$ cat src/rtl/pong_scene_renderer.sv
// Pong scene pixel generator: double-buffered object registers, 2-stage render
// pipeline driven by the raster position, and per-frame collision status.
module pong_scene_renderer #(
  parameter int unsigned H_VIS_START = 160,
  parameter int unsigned H_VIS       = 640,
  parameter int unsigned V_VIS       = 480,
  parameter int unsigned BALL_SIZE   = 8,
  parameter int unsigned PAD_W       = 8,
  parameter int unsigned PAD_H       = 64,
  parameter int unsigned PAD_L_X     = 16,
  parameter int unsigned PAD_R_X     = 616
) (
  input  logic        clk,
  input  logic        rst,
  input  logic        pix_en,
  input  logic [9:0]  hcount,
  input  logic [9:0]  vcount,
  input  logic        frame_start,
  input  logic        wr_en,
  input  logic [2:0]  wr_addr,
  input  logic [15:0] wr_data,
  input  logic [2:0]  rd_addr,
  output logic [15:0] rd_data,
  output logic [7:0]  red,
  output logic [7:0]  green,
  output logic [7:0]  blue
);

  localparam int unsigned CW = 10;
  localparam int unsigned SW = CW + 1;
  localparam logic [23:0] RGB_BG    = 24'h0C01B5;
  localparam logic [23:0] RGB_BALL  = 24'hFFFFFF;
  localparam logic [23:0] RGB_PAD   = 24'h00FF00;
  localparam logic [23:0] RGB_BLANK = 24'h000000;

  logic [CW-1:0] pend_ball_x, pend_ball_y, pend_pad_l_y, pend_pad_r_y, pend_ctrl;
  logic [CW-1:0] act_ball_x, act_ball_y, act_pad_l_y, act_pad_r_y;
  logic          act_en;

  // CPU writes land in pending; the whole bank is copied to active at frame start
  always_ff @(posedge clk) begin
    if (rst) begin
      pend_ball_x  <= '0;
      pend_ball_y  <= '0;
      pend_pad_l_y <= '0;
      pend_pad_r_y <= '0;
      pend_ctrl    <= '0;
      act_ball_x   <= '0;
      act_ball_y   <= '0;
      act_pad_l_y  <= '0;
      act_pad_r_y  <= '0;
      act_en       <= 1'b0;
    end else begin
      if (wr_en) begin
        case (wr_addr)
          3'd0:    pend_ball_x  <= wr_data[CW-1:0];
          3'd1:    pend_ball_y  <= wr_data[CW-1:0];
          3'd2:    pend_pad_l_y <= wr_data[CW-1:0];
          3'd3:    pend_pad_r_y <= wr_data[CW-1:0];
          3'd4:    pend_ctrl    <= wr_data[CW-1:0];
          default: ;
        endcase
      end
      if (frame_start) begin
        act_ball_x  <= pend_ball_x;
        act_ball_y  <= pend_ball_y;
        act_pad_l_y <= pend_pad_l_y;
        act_pad_r_y <= pend_pad_r_y;
        act_en      <= pend_ctrl[0];
      end
    end
  end

  // Range test widened by one bit so objects near 1023 clip instead of wrapping
  function automatic logic span(input logic [CW-1:0] p, input logic [CW-1:0] lo,
                                input int unsigned len);
    return (p >= lo) && (SW'(p) < SW'(lo) + SW'(len));
  endfunction

  logic [CW-1:0] x_c;
  logic          vis_c, in_ball_c, in_padl_c, in_padr_c;

  always_comb begin
    vis_c     = (SW'(hcount) >= SW'(H_VIS_START)) &&
                (SW'(hcount) <  SW'(H_VIS_START + H_VIS)) &&
                (SW'(vcount) <  SW'(V_VIS));
    x_c       = hcount - CW'(H_VIS_START);
    in_ball_c = span(x_c, act_ball_x, BALL_SIZE) && span(vcount, act_ball_y, BALL_SIZE);
    in_padl_c = span(x_c, CW'(PAD_L_X), PAD_W) && span(vcount, act_pad_l_y, PAD_H);
    in_padr_c = span(x_c, CW'(PAD_R_X), PAD_W) && span(vcount, act_pad_r_y, PAD_H);
  end

  logic s1_valid, s1_vis, s1_en, s1_ball, s1_padl, s1_padr;

  always_ff @(posedge clk) begin
    if (rst) begin
      s1_valid <= 1'b0;
      s1_vis   <= 1'b0;
      s1_en    <= 1'b0;
      s1_ball  <= 1'b0;
      s1_padl  <= 1'b0;
      s1_padr  <= 1'b0;
    end else if (pix_en) begin
      s1_valid <= 1'b1;
      s1_vis   <= vis_c;
      s1_en    <= act_en;
      s1_ball  <= in_ball_c;
      s1_padl  <= in_padl_c;
      s1_padr  <= in_padr_c;
    end
  end

  // Colour mux, highest priority first
  always_ff @(posedge clk) begin
    if (rst) begin
      {red, green, blue} <= RGB_BLANK;
    end else if (pix_en) begin
      if (!s1_valid || !s1_vis)     {red, green, blue} <= RGB_BLANK;
      else if (!s1_en)              {red, green, blue} <= RGB_BG;
      else if (s1_ball)             {red, green, blue} <= RGB_BALL;
      else if (s1_padl || s1_padr)  {red, green, blue} <= RGB_PAD;
      else                          {red, green, blue} <= RGB_BG;
    end
  end

  logic [1:0] hit_c, hit_acc, status_hit;
  logic [7:0] frame_cnt;

  always_comb begin
    hit_c[0] = s1_valid && s1_vis && s1_en && s1_ball && s1_padl;
    hit_c[1] = s1_valid && s1_vis && s1_en && s1_ball && s1_padr;
  end

  // Hits seen on the frame_start cycle itself belong to the new frame
  always_ff @(posedge clk) begin
    if (rst) begin
      hit_acc    <= '0;
      status_hit <= '0;
      frame_cnt  <= '0;
    end else if (frame_start) begin
      status_hit <= hit_acc;
      frame_cnt  <= frame_cnt + 8'd1;
      hit_acc    <= hit_c;
    end else begin
      hit_acc    <= hit_acc | hit_c;
    end
  end

  always_ff @(posedge clk) begin
    if (rst) begin
      rd_data <= '0;
    end else begin
      case (rd_addr)
        3'd0:    rd_data <= 16'(pend_ball_x);
        3'd1:    rd_data <= 16'(pend_ball_y);
        3'd2:    rd_data <= 16'(pend_pad_l_y);
        3'd3:    rd_data <= 16'(pend_pad_r_y);
        3'd4:    rd_data <= 16'(pend_ctrl);
        3'd5:    rd_data <= {frame_cnt, 6'd0, status_hit};
        default: rd_data <= '0;
      endcase
    end
  end

endmodule

$ cat config.mk
export PLATFORM = sky130hd
export DESIGN_NAME = pong_scene_renderer
export DESIGN_NICKNAME = d
export VERILOG_FILES = /design/src/rtl/pong_scene_renderer.sv
export SDC_FILE = /design/constraint.sdc
export NUM_CORES = 1
export LEC_CHECK = 0
export CORE_ASPECT_RATIO = 1.4
export CORE_MARGIN = 2
export CORE_UTILIZATION = 55
export DETAILED_ROUTE_END_ITERATION = 8
export PLACE_DENSITY = 0.81
export SETUP_SLACK_MARGIN = 0.15
export SYNTH_ARGS = -nofsm -noshare
export SYNTH_HDL_FRONTEND = slang
export SYNTH_SLANG_ARGS = --single-unit
$ cat constraint.sdc
create_clock -name clk -period 3.6 [get_ports clk]
set_input_delay 0.36 -clock clk [delete_from_list [all_inputs] [get_ports clk]]
set_output_delay 0.36 -clock clk [all_outputs]
set_load 0.01 [all_outputs]
==> Word-level counts from Yosys, hierarchy flattened <==
Index checks and enable logic that the tools add are counted.
{ "totals": {"out_inout_bits": 40, "regBits": 149, "elab_cells": 95, "inputBits": 47} }
{ "op_classes": {"addsub": 6, "n_reduce_logical": 27, "n_bitwise": 1, "magnitude_cmp": 15, "muxes": 14, "eq_ne": 9} }
{ "op_table": {"columns": ["op", "n"], "rows": [
  ["$pmux W16 S6", 1],
  ["$mux W8", 11],
  ["$lt A10 B11 Y1", 4],
  ["$ge A10 B10 Y1", 4],
  ["$add A10 B4 Y11 const B", 2],
  ["$add A10 B7 Y11 const B", 2],
  ["$lt A10 B10 Y1 const B", 2],
  ["$logic_and A1 B1 Y1", 16],
  ["$eq A3 B2 Y1 const B", 4],
  ["$ge A10 B10 Y1 const B", 1],
  ["$ge A10 B5 Y1 const B", 1],
  ["$ge A10 B8 Y1 const B", 1],
  ["$lt A10 B5 Y1 const B", 1],
  ["$lt A10 B9 Y1 const B", 1],
  ["$reduce_and A2 Y1", 5],
  ["$sub A10 B8 Y10 const B", 1],
  ["$eq A3 B3 Y1 const B", 3],
  ["$add A8 B1 Y8 const B", 1],
  ["$eq A3 B1 Y1 const B", 2],
  ["$logic_not A3 Y1", 2],
  ["$mux W4", 1],
  ["$logic_not A1 Y1", 2],
  ["$logic_or A1 B1 Y1", 2],
  ["$mux W2", 1],
  ["$or A2 B2 Y2", 1]
]} }

==> Depth between registers and ports, before layout <==
Gate-level depths: netlist of the first run.
{ "depth": {"word_depth": 6, "depth_mapped": 11, "depth_no_buf": 11} }

==> Worst setup path after synthesis of the first run <==
No wires, ideal clock.
{ "synth_timing": {"path_type": "in2reg", "start": "input port hcount[5]", "end": "register s1_ball", "path_buffers": 0, "t_arrival_ps": 1921, "setup_ps": 96, "t_required_ps": 3504, "setup_slack_ps": 1584, "cell_stages": 11, "path_cell_list": "inv_1 > ha_1 > nor2b_4 > nor2_4 > xor2_2 > ha_1 > a211oi_1 > nand2_1 > nor3_1 > a211oi_1 > o41ai_2"} }
{ "synth_between": {"elab_chain_len": 4, "elab_cells_between_ends": 5, "classes_between": "add/sub: 1; order compare: 2; reduce/logical: 2"} }
{ "synth_rtl": {"columns": ["element", "line_no", "text"], "rows": [
  ["from (decl)", "16", "input logic [9:0] hcount,"],
  ["$sub A10 B8 Y10 (*)", "87", "x_c = hcount - CW'(H_VIS_START);"],
  ["$lt A10 B11 Y1 or $ge A10 B10 Y1 (tied branches)", "77", "return (p >= lo) && (SW'(p) < SW'(lo) + SW'(len));"],
  ["$logic_and A1 B1 Y1 (*)", "77", null],
  ["$logic_and A1 B1 Y1 (*)", "88", "in_ball_c = span(x_c, act_ball_x, BALL_SIZE) && span(vcount, act_ball_y, BALL_SIZE);"],
  ["to (signal assigned)", "107", "s1_ball <= in_ball_c;"],
  ["to (decl)", "93", "logic s1_valid, s1_vis, s1_en, s1_ball, s1_padl, s1_padr;"]
]} }
Mark *: on every way between the ends. The rest lies on a longest branch, timed or not.
A chain may end at the register's enable or synchronous reset.

==> Final worst setup path of the first run <==
Same ends and word-level chain as after synthesis.

==> flow_summary_export.csv, run 1 <==
group,metric,value,unit
yosys,synth_ff_type,"dfxtp_1",
layout,finalNetCount,985,
floorplanning,start_util,56.7,%
floorplanning,dieHeight,138,um
floorplanning,row_count,48,
critical_path,cp.required,3.92,ns
detailed_routing,ant_nets,0,
critical_path,cp-startpoint,"hcount[5]",
grt,overflow,0,
critical_path,reg2reg_from,"act_ball_y[3]$_SDFFE_PP0P_",
status,status,"completed",
yosys,synth_cell_types,63,
yosys,async_flop_share,0,%
yosys,netlist_area,7020,um^2
placement,hpwl,12.6,mm
critical_path,cp-end-kind,"register",
layout,final_cells,1032,
clock_tree,clk_pin_slew,0.06,ns
placement,gp_congestion,0.854,
clock_tree,htreeDepth,4,
floorplanning,die_w,99.5,um
yosys,ys_seq_area_share,36.8,%
clock_tree,cts_tree,"yes",
critical_path,critical_path_arrival,2.79,ns
floorplanning,pin_count,87,
clock_tree,clockBufferDepth,2,
layout,area_delta_synth_final,18.6,%
grt,antenna_found_initial,0,
layout,finalInstanceArea,8320,um^2
clock_tree,cts.sinks,129,
clock_tree,holdBufCountCts,0,
critical_path,critPathKind,"in2reg",
grt,grt_max_degree,71,
sta,slew_headroom,40.0,%
yosys,syn_avg_cell_area,8.58,um^2
placement,place_area,7740,um^2
critical_path,crit_chain,"clkdlybuf4s50_1 > inv_1 > ha_1 > nor2b_4 > nor2_4 > xor2_2 > ha_1 > a211oi_1 > nand2_1 > o22ai_1 > a211oi_1 > o41ai_2",
sta,slew_viol_final,0,
placement,place_inst,1000,
sta,fmax,0.405,GHz
yosys,synth_edf_count,0,
detailed_routing,wl,17.1,mm
yosys,yosys-top-cells-area,"dfxtp_1, ha_1, mux2i_1",
detailed_routing,wire_per_inst,16.6,um
grt,grt_pass1_vias,5512,
detailed_routing,drc,0,
sta,grt_setup_unrepaired,"false",
layout,num-fill-cells,974,
yosys,synth.net_count,934,
pwr,ir_worst_vdd,0.364,mV
placement,portBuffers,80,
sta,tightest_slew,0.897,ns
sta,skew,0.00770,ns
flow_run,drv_cap,0,
clock_tree,clock_latency,0.41,ns
placement,preCtsSetupSlack,0.729,ns
clock_tree,cts_root_buffer,"clkbuf_16",
yosys,synth_top_area_share,36.8,%
yosys,synthCells,818,
clock_tree,cts-resized-gates,0,
clock_tree,post_cts_buffers,0,
sta,min_period,2.47,ns
floorplanning,core,12400,um^2
yosys,yosysWarnings,0,
layout,diodes,0,
grt,grt_pass1_wl,26.8,mm
yosys,yosys.area.top_type,"dfxtp_1",
floorplanning,dieArea,13700,um^2
grt,globalRouteTotalUtil,25.2,%
detailed_routing,vias,5809,
worst_hold_path,hp-class,"in2reg",
pwr,p_leak,3.20,nW
sta,setup_tns,0,ns
yosys,ys_ff_latch,129,
yosys,synth_most_common_cell,"dfxtp_1",
critical_path,cpPeakStageDelay,0.58,ns
sta,hold_violations,0,
pwr,p_per_area,417,nW/um^2
critical_path,path_max_fanout,7,
layout,layout-drive-gt1-share,6.24,%
detailed_routing,viasPerCell,5.63,
critical_path,crit_slowest_cell,"clkdlybuf4s50_1",
detailed_routing,drtIter0Drc,290,
critical_path,start_kind,"input pin",
detailed_routing,first_pass_iters,5,
critical_path,cp_top_family,"buffers and inverters",
clock_tree,cts_buffers,17,
critical_path,crit_buf_inv,2,
worst_hold_path,min_from,"rst",
sta,worst_slack,1.13,ns
sta,finalSetupViolCount,0,
yosys,synth_common_cells,"dfxtp_1, nand2_1, nor2_1, a21oi_1, ha_1",
sta,post-route-period-util,68.7,%
layout,post-route-util,67.2,%
power by group:
| part | switching [mW] | internal, mW | leakage, nW | total [mW] |
|---|---|---|---|---|
| Sequential | 0.0201 | 1.45 | 1.04 | 1.47 |
| Clock | 0.627 | 1.03 | 0.275 | 1.66 |
| Combinational | 0.191 | 0.149 | 1.88 | 0.341 |
| Total | 0.838 | 2.63 | 3.20 | 3.47 |
layout make-up:
| cell class | count | area [um^2] | area share (%) |
|---|---|---|---|
| sequential | 129 | 2580 | 31.0 |
| clock inverter | 13 | 136 | 1.64 |
| timing repair buffer | 84 | 823 | 9.90 |
| tap | 150 | 188 | 2.26 |
| multi-input combinational | 585 | 3950 | 47.5 |
| inverter | 52 | 195 | 2.35 |
| clock buffer | 19 | 443 | 5.32 |
placed cells by master, fill, tap and decap left out, types with 3 or more instances in the layout:
| cell | Yosys | final |
|---|---|---|
| nor3_1 | 8 | 8 |
| clkdlybuf4s50_1 | 0 | 78 |
| clkinv_2 | 0 | 4 |
| mux2_2 | 4 | 4 |
| ha_1 | 69 | 69 |
| o22a_1 | 3 | 3 |
| and2_1 | 8 | 8 |
| nand2b_1 | 5 | 5 |
| o211ai_1 | 4 | 4 |
| clkbuf_16 | 0 | 17 |
| dfxtp_1 | 129 | 129 |
| clkinvlp_4 | 0 | 4 |
| mux4_2 | 5 | 5 |
| a2111oi_0 | 4 | 4 |
| o21ai_0 | 18 | 18 |
| xor2_1 | 5 | 5 |
| nand2_1 | 120 | 120 |
| a21oi_1 | 72 | 72 |
| nand3b_1 | 3 | 3 |
| xnor2_1 | 17 | 17 |
| buf_4 | 21 | 5 |
| or3_1 | 3 | 3 |
| nor2b_1 | 6 | 6 |
| nand4_1 | 7 | 7 |
| and3_1 | 6 | 6 |
| o21a_1 | 3 | 3 |
| mux2i_1 | 56 | 56 |
| o22ai_1 | 3 | 3 |
| a211oi_1 | 8 | 8 |
| nor2_1 | 83 | 83 |
| nand3_1 | 20 | 20 |
| inv_1 | 51 | 51 |
| a21o_1 | 5 | 5 |
state kept, by name (all words and copies together) (netlist names), 8 cells and up:
name and cells:
act_pad_l_y 10, pend_pad_r_y 10, pend_ball_y 10, act_ball_y 10, pend_pad_l_y 10, act_pad_r_y 10
pend_ctrl 10, pend_ball_x 10, rd_data 16, frame_cnt 8, act_ball_x 10
per-stage QoR:
step / total power [mW] / hold WS, ns
3_3_place_gp: 1.83 / 0.440
2_1_floorplan: 1.71 / 0.427
3_5_place_dp: 1.84 / 0.448
6_report: 3.47 / 0.403
5_1_grt: 3.59 / 0.407
4_1_cts: 3.49 / 0.391
per-layer routing:
metal,global-route usage (%),vias to the layer above,wire length (um)
li1,-,2908,-
met1,29.9,2720,7210
met2,44.8,155,8770
met3,4.52,26,673
met4,9.97,0,444
met5,0,-,0
logic make-up after synthesis:
family / synth area share (%)
mux: 10.2
compound gates: 13.1
buf+inv: 6.87
xor+xnor: 2.98
flops: 36.8
simple gates: 17.7
fa+ha+maj: 12.3
worst paths after layout:
path	endpoint	slack [ns]	cells past startpoint
worst max register to register	s1_ball$_SDFFE_PP0P_	1.32	9
worst min register to register	pend_ctrl[6]$_SDFFE_PP0P_	0.46	2
worst max-delay path	s1_ball$_SDFFE_PP0P_	1.13	12
worst min-delay path	act_pad_l_y[6]$_SDFFE_PP0P_	0.40	2
worst reg2reg max path, delay by kind of cell, from the launching register on:
kind	cells	cell delay, ns
compound gates	3	0.61
fa+ha+maj	2	0.58
flops	1	0.54
simple gates	3	0.31
xor+xnor	1	0.14
No activity file was read; power rests on OpenSTA's default activity.
==> inputs of run 2 (changes only) <==
clock period = 2.5 ns   (was 3.6 ns; I/O delays follow)
==> flow_summary_export.csv, run 2 (synthesis gave the netlist of run 1 again) <==
group,metric,value,unit
status,status,"completed",
critical_path,path_max_fanout,6,
sta,finalSetupViolCount,0,
clock_tree,cts.sinks,129,
detailed_routing,vias,6032,
floorplanning,dieArea,13700,um^2
sta,tightest_slew,0.708,ns
floorplanning,die_w,99.5,um
flow_run,drv_cap,0,
grt,grt_pass1_vias,5928,
pwr,ir_worst_vdd,0.555,mV
placement,hpwl,12.8,mm
detailed_routing,wl,17.9,mm
critical_path,r2r_cells,9,
pwr,clkPwrFrac,49.5,%
layout,mostFrequentLayoutCells,"dfxtp_1, nand2_1, nor2_1",
grt,antenna_found_initial,0,
layout,largest_register_ffs,16,
critical_path,cp-startpoint,"act_ball_y[4]$_SDFFE_PP0P_",
sta,fmax,0.452,GHz
critical_path,critical_path_arrival,2.52,ns
critical_path,start_kind,"register",
pwr,p_leak,3.29,nW
pwr,total_power,5.22,mW
floorplanning,row_count,48,
clock_tree,cts_tree,"yes",
clock_tree,clk_pin_slew,0.05,ns
clock_tree,clockBufferDepth,2,
clock_tree,clock_latency,0.41,ns
sta,slew_viol_final,0,
sta,post-route-period-util,88.4,%
sta,hold_violations,0,
worst_hold_path,min_to,"frame_cnt[3]$_SDFFE_PP0P_",
sta,worst_slack,0.290,ns
pwr,combinationalPowerShare,10.0,%
placement,preCtsSetupSlack,-0.157,ns
layout,top_register,"rd_data",
pwr,seq_power_share,40.6,%
critical_path,cp-end-kind,"register",
critical_path,crit_slowest_cell,"dfxtp_1",
placement,portBuffers,80,
sta,skew,0.00667,ns
floorplanning,dieHeight,138,um
placement,place_area,7840,um^2
grt,grt_max_degree,70,
grt,grt_pass1_wl,28.9,mm
worst_hold_path,whs_path_depth,4,
detailed_routing,first_pass_iters,5,
critical_path,r2r_slack,0.29,ns
pwr,intPower,4.00,mW
detailed_routing,drtIter0Drc,369,
critical_path,rr_endpoint,"s1_ball$_SDFFE_PP0P_",
layout,diodes,0,
layout,finalInstanceArea,8490,um^2
sta,slew_headroom,52.8,%
clock_tree,holdBufCountCts,0,
grt,overflow,0,
layout,layout-drive-gt1-share,8.17,%
floorplanning,pin_count,87,
detailed_routing,ant_nets,0,
detailed_routing,drc,0,
critical_path,cpPeakStageDelay,0.49,ns
critical_path,reg2reg_from,"act_ball_y[4]$_SDFFE_PP0P_",
layout,layout_commonest_cell,"dfxtp_1",
clock_tree,htreeDepth,4,
floorplanning,core,12400,um^2
clock_tree,cts_root_buffer,"clkbuf_16",
clock_tree,cts_buffers,17,
grt,globalRouteTotalUtil,26.9,%
detailed_routing,wire_per_inst,17.2,um
detailed_routing,viasPerCell,5.78,
critical_path,crit_top_cell,"ha_1",
sta,min_period,2.21,ns
pwr,swShare,23.3,%
worst_hold_path,hp-class,"in2reg",
pwr,switchingPower,1.22,mW
pwr,p_per_area,615,nW/um^2
critical_path,critPathKind,"reg2reg",
layout,finalNetCount,996,
critical_path,crit_chain,"ha_1 > nand3_1 > xnor2_1 > ha_1 > o21ai_0 > nor2_1 > nor3_1 > a21oi_1 > o41ai_2",
worst_hold_path,min_from,"frame_start",
floorplanning,start_util,56.7,%
layout,area_delta_synth_final,21.0,%
placement,gp_congestion,0.875,
critical_path,cp.required,2.81,ns
sta,grt_setup_unrepaired,"false",
sta,setup_tns,0,ns
-- run 2: changes by cell type in the layout (fill, tap and decap cells not counted), sizes merged --
| cell | before | now |
|---|---|---|
| bufinv | 2 | 3 |
| clkinv | 6 | 4 |
| clkinvlp | 4 | 2 |
| clkbuf | 19 | 22 |
| buf | 6 | 17 |
-- run 2: worst max path at each step --
| stage | end | slack (ns) | cells after the start |
|---|---|---|---|
| after floorplan | s1_ball$_SDFFE_PP0P_ | 0.55 | 9 |
| after global placement | s1_ball$_SDFFE_PP0P_ | 0.008 | 11 |
| after detailed placement | s1_ball$_SDFFE_PP0P_ | -0.16 | 10 |
| after CTS | s1_ball$_SDFFE_PP0P_ | 0.23 | 9 |
| after global routing | s1_ball$_SDFFE_PP0P_ | 0.16 | 10 |
| final | s1_ball$_SDFFE_PP0P_ | 0.29 | 9 |
-- run 2: worst max-delay path, delay by kind of cell (launching register included) --
family                     cells  cell delay, ns
and+or+nand+nor                3            0.30
xor gates and xnor gates       1            0.14
adders and majority gates      2            0.56
DFF                            1            0.49
AOI/OAI and AO/OA              3            0.61
-- run 2: layout make-up --
cell class	instances	area (um^2)
clock buffers	22	484
clock inverters	10	149
fillers	943	3880
inverters	52	195
multi-input cells	585	3970
flip-flops and latches	129	2580
well taps	150	188
repair buffers	95	918
-- run 2: timing repair --
| item | CTS | global route |
|---|---|---|
| endpoints found under the hold margin | 0 | 0 |
| endpoints found under the setup margin | 0 | 1 |
| resized for setup | 0 | 7 |
| setup buffers | 0 | 0 |
-- run 2: metrics by stage --
| step | hold slack (ns) | utilization, % | instances |
|---|---|---|---|
| after detailed placement | 0.446 | 63.3 | 1011 |
| after global routing | 0.389 | 68.6 | 1043 |
| after floorplan | 0.386 | - | 818 |
| final | 0.351 | 68.6 | 1043 |
| after CTS | 0.357 | 68.4 | 1043 |
| after global placement | 0.440 | 63.3 | 1011 |
-- run 2: layer usage --
metal  GRT usage (%)  share of wire (%)  vias to the layer above  wire length [um]
met4            15.3                4.4                        0               781
li1                -                  -                     2943                 -
met2            46.5                 50                      198              9030
met3            4.52                5.1                       53               917
met1            31.3                 40                     2838              7220
met5               0                  0                        -                 0
-- run 2: power groups by stage --
| stage | Sequential [mW] | Clock (mW) | Combinational, mW |
|---|---|---|---|
| global placement | 2.16 | 0 | 0.492 |
| CTS | 2.12 | 2.60 | 0.510 |
| finish | 2.12 | 2.58 | 0.520 |
| detailed placement | 2.16 | 0 | 0.504 |
| floorplan | 2.15 | 0 | 0.310 |
| global route | 2.12 | 2.71 | 0.576 |
==> inputs of run 3 (changes only) <==
CORE_MARGIN = 5   (was 2)
==> flow_summary_export.csv, run 3 (synthesis gave the netlist of run 1 again) <==
group,metric,value,unit
sta,fmax,0.464,GHz
sta,slew_viol_final,0,
detailed_routing,drc,0,
floorplanning,row_count,48,
layout,mostFrequentLayoutCells,"dfxtp_1, nand2_1, nor2_1",
critical_path,crit_chain,"ha_1 > and3_1 > xnor2_1 > ha_1 > a211oi_1 > nand2_1 > nor3_1 > a211oi_1 > o41ai_2",
detailed_routing,first_pass_iters,6,
grt,grt_max_degree,69,
pwr,p_per_area,611,nW/um^2
grt,grt_pass1_wl,28.6,mm
clock_tree,cts_root_buffer,"clkbuf_16",
critical_path,cp.required,2.82,ns
critical_path,cp-end-kind,"register",
floorplanning,die_w,105,um
flow_run,drv_cap,0,
detailed_routing,ant_nets,0,
layout,top_register,"rd_data",
pwr,p_leak,3.28,nW
floorplanning,dieArea,15100,um^2
floorplanning,pin_count,87,
pwr,clkPwrFrac,49.2,%
layout,post-route-util,68.0,%
pwr,intPower,3.94,mW
detailed_routing,wire_per_inst,17.1,um
layout,layout_commonest_cell,"dfxtp_1",
clock_tree,clockBufferDepth,2,
worst_hold_path,hp-class,"in2reg",
layout,layout-drive-gt1-share,7.62,%
layout,finalInstanceArea,8460,um^2
critical_path,critical_path_arrival,2.48,ns
sta,slew_headroom,53.5,%
grt,grt_pass1_vias,5836,
critical_path,cpPeakStageDelay,0.35,ns
critical_path,crit_slowest_cell,"dfxtp_1",
floorplanning,start_util,56.4,%
detailed_routing,wl,17.8,mm
grt,overflow,0,
clock_tree,clk_pin_slew,0.06,ns
pwr,swShare,23.8,%
placement,hpwl,12.9,mm
critical_path,r2r_slack,0.35,ns
layout,diodes,0,
clock_tree,cts_tree,"yes",
detailed_routing,viasPerCell,5.75,
pwr,ir_worst_vdd,0.536,mV
layout,final_cells,1042,
layout,area_delta_synth_final,20.6,%
sta,hold_violations,0,
clock_tree,htreeDepth,4,
floorplanning,dieHeight,144,um
placement,portBuffers,80,
sta,tightest_slew,0.698,ns
sta,post-route-period-util,86.2,%
clock_tree,cts.sinks,129,
clock_tree,clock_latency,0.42,ns
critical_path,path_max_fanout,5,
sta,skew,0.00581,ns
placement,gp_congestion,0.909,
status,status,"completed",
grt,antenna_found_initial,0,
placement,place_inst,1010,
clock_tree,cts_buffers,17,
sta,grt_setup_unrepaired,"false",
sta,finalSetupViolCount,0,
pwr,total_power,5.17,mW
critical_path,start_kind,"register",
pwr,seq_power_share,41.0,%
layout,largest_register_ffs,16,
layout,finalNetCount,995,
critical_path,critPathKind,"reg2reg",
floorplanning,core,12400,um^2
detailed_routing,vias,5990,
layout,num-fill-cells,948,
sta,min_period,2.15,ns
grt,globalRouteTotalUtil,23.7,%
placement,place_area,7840,um^2
clock_tree,post_cts_buffers,0,
pwr,switchingPower,1.23,mW
detailed_routing,drtIter0Drc,394,
pwr,combinationalPowerShare,9.8,%
[run 3: power by group through the flow]
| stage | clock network, mW | logic (mW) | registers (mW) |
|---|---|---|---|
| 2_1_floorplan | 0 | 0.310 | 2.15 |
| 5_1_grt | 2.66 | 0.562 | 2.12 |
| 3_5_place_dp | 0 | 0.501 | 2.16 |
| 3_3_place_gp | 0 | 0.491 | 2.16 |
| 4_1_cts | 2.56 | 0.507 | 2.12 |
| 6_report | 2.54 | 0.508 | 2.12 |
[run 3: layout make-up]
type | count | area, um^2 | area share (%)
clock buffers | 20 | 457 | 5.40
clock inverters | 12 | 159 | 1.88
inverters | 52 | 195 | 2.31
multi-input cells | 585 | 3950 | 46.7
flip-flops and latches | 129 | 2590 | 30.6
well taps | 150 | 188 | 2.22
repair buffers | 94 | 923 | 10.9
[run 3: final timing paths]
check / start / cells past startpoint / to
max: act_ball_x[3]$_SDFFE_PP0P_ / 9 / s1_ball$_SDFFE_PP0P_
min: frame_start / 3 / frame_cnt[0]$_SDFFE_PP0P_
max reg2reg: act_ball_x[3]$_SDFFE_PP0P_ / 9 / s1_ball$_SDFFE_PP0P_
min reg2reg: pend_ctrl[9]$_SDFFE_PP0P_ / 2 / pend_ctrl[9]$_SDFFE_PP0P_
[run 3: what timing repair did]
item | in CTS | in global routing
hold buffers | 0 | 0
endpoints found under the setup margin | 0 | 1
gates resized for setup | 0 | 3
[run 3: routing by layer]
layer	track usage (%)	up-vias	share of wire, %
met5	0	-	0
met1	27.9	2819	41
met2	41.5	189	50
met4	11.3	0	4.0
met3	4.40	48	5.2
li1	-	2934	-
[run 3: metrics by stage]
stage | worst slack, ns | setup TNS, ns | hold slack (ns)
after floorplan | 0.546 | 0 | 0.386
after global placement | 0.00999 | 0 | 0.440
after detailed placement | -0.0468 | -0.0468 | 0.446
after CTS | 0.269 | 0 | 0.225
after global routing | 0.198 | 0 | 0.253
final | 0.346 | 0 | 0.231
[run 3: critical path: cells and delay by family (launching register included)]
| family | cells | cell delay (ns) |
|---|---|---|
| fa+ha+maj | 2 | 0.52 |
| compound gates | 3 | 0.52 |
| simple gates | 3 | 0.50 |
| flops | 1 | 0.35 |
| xor+xnor | 1 | 0.18 |
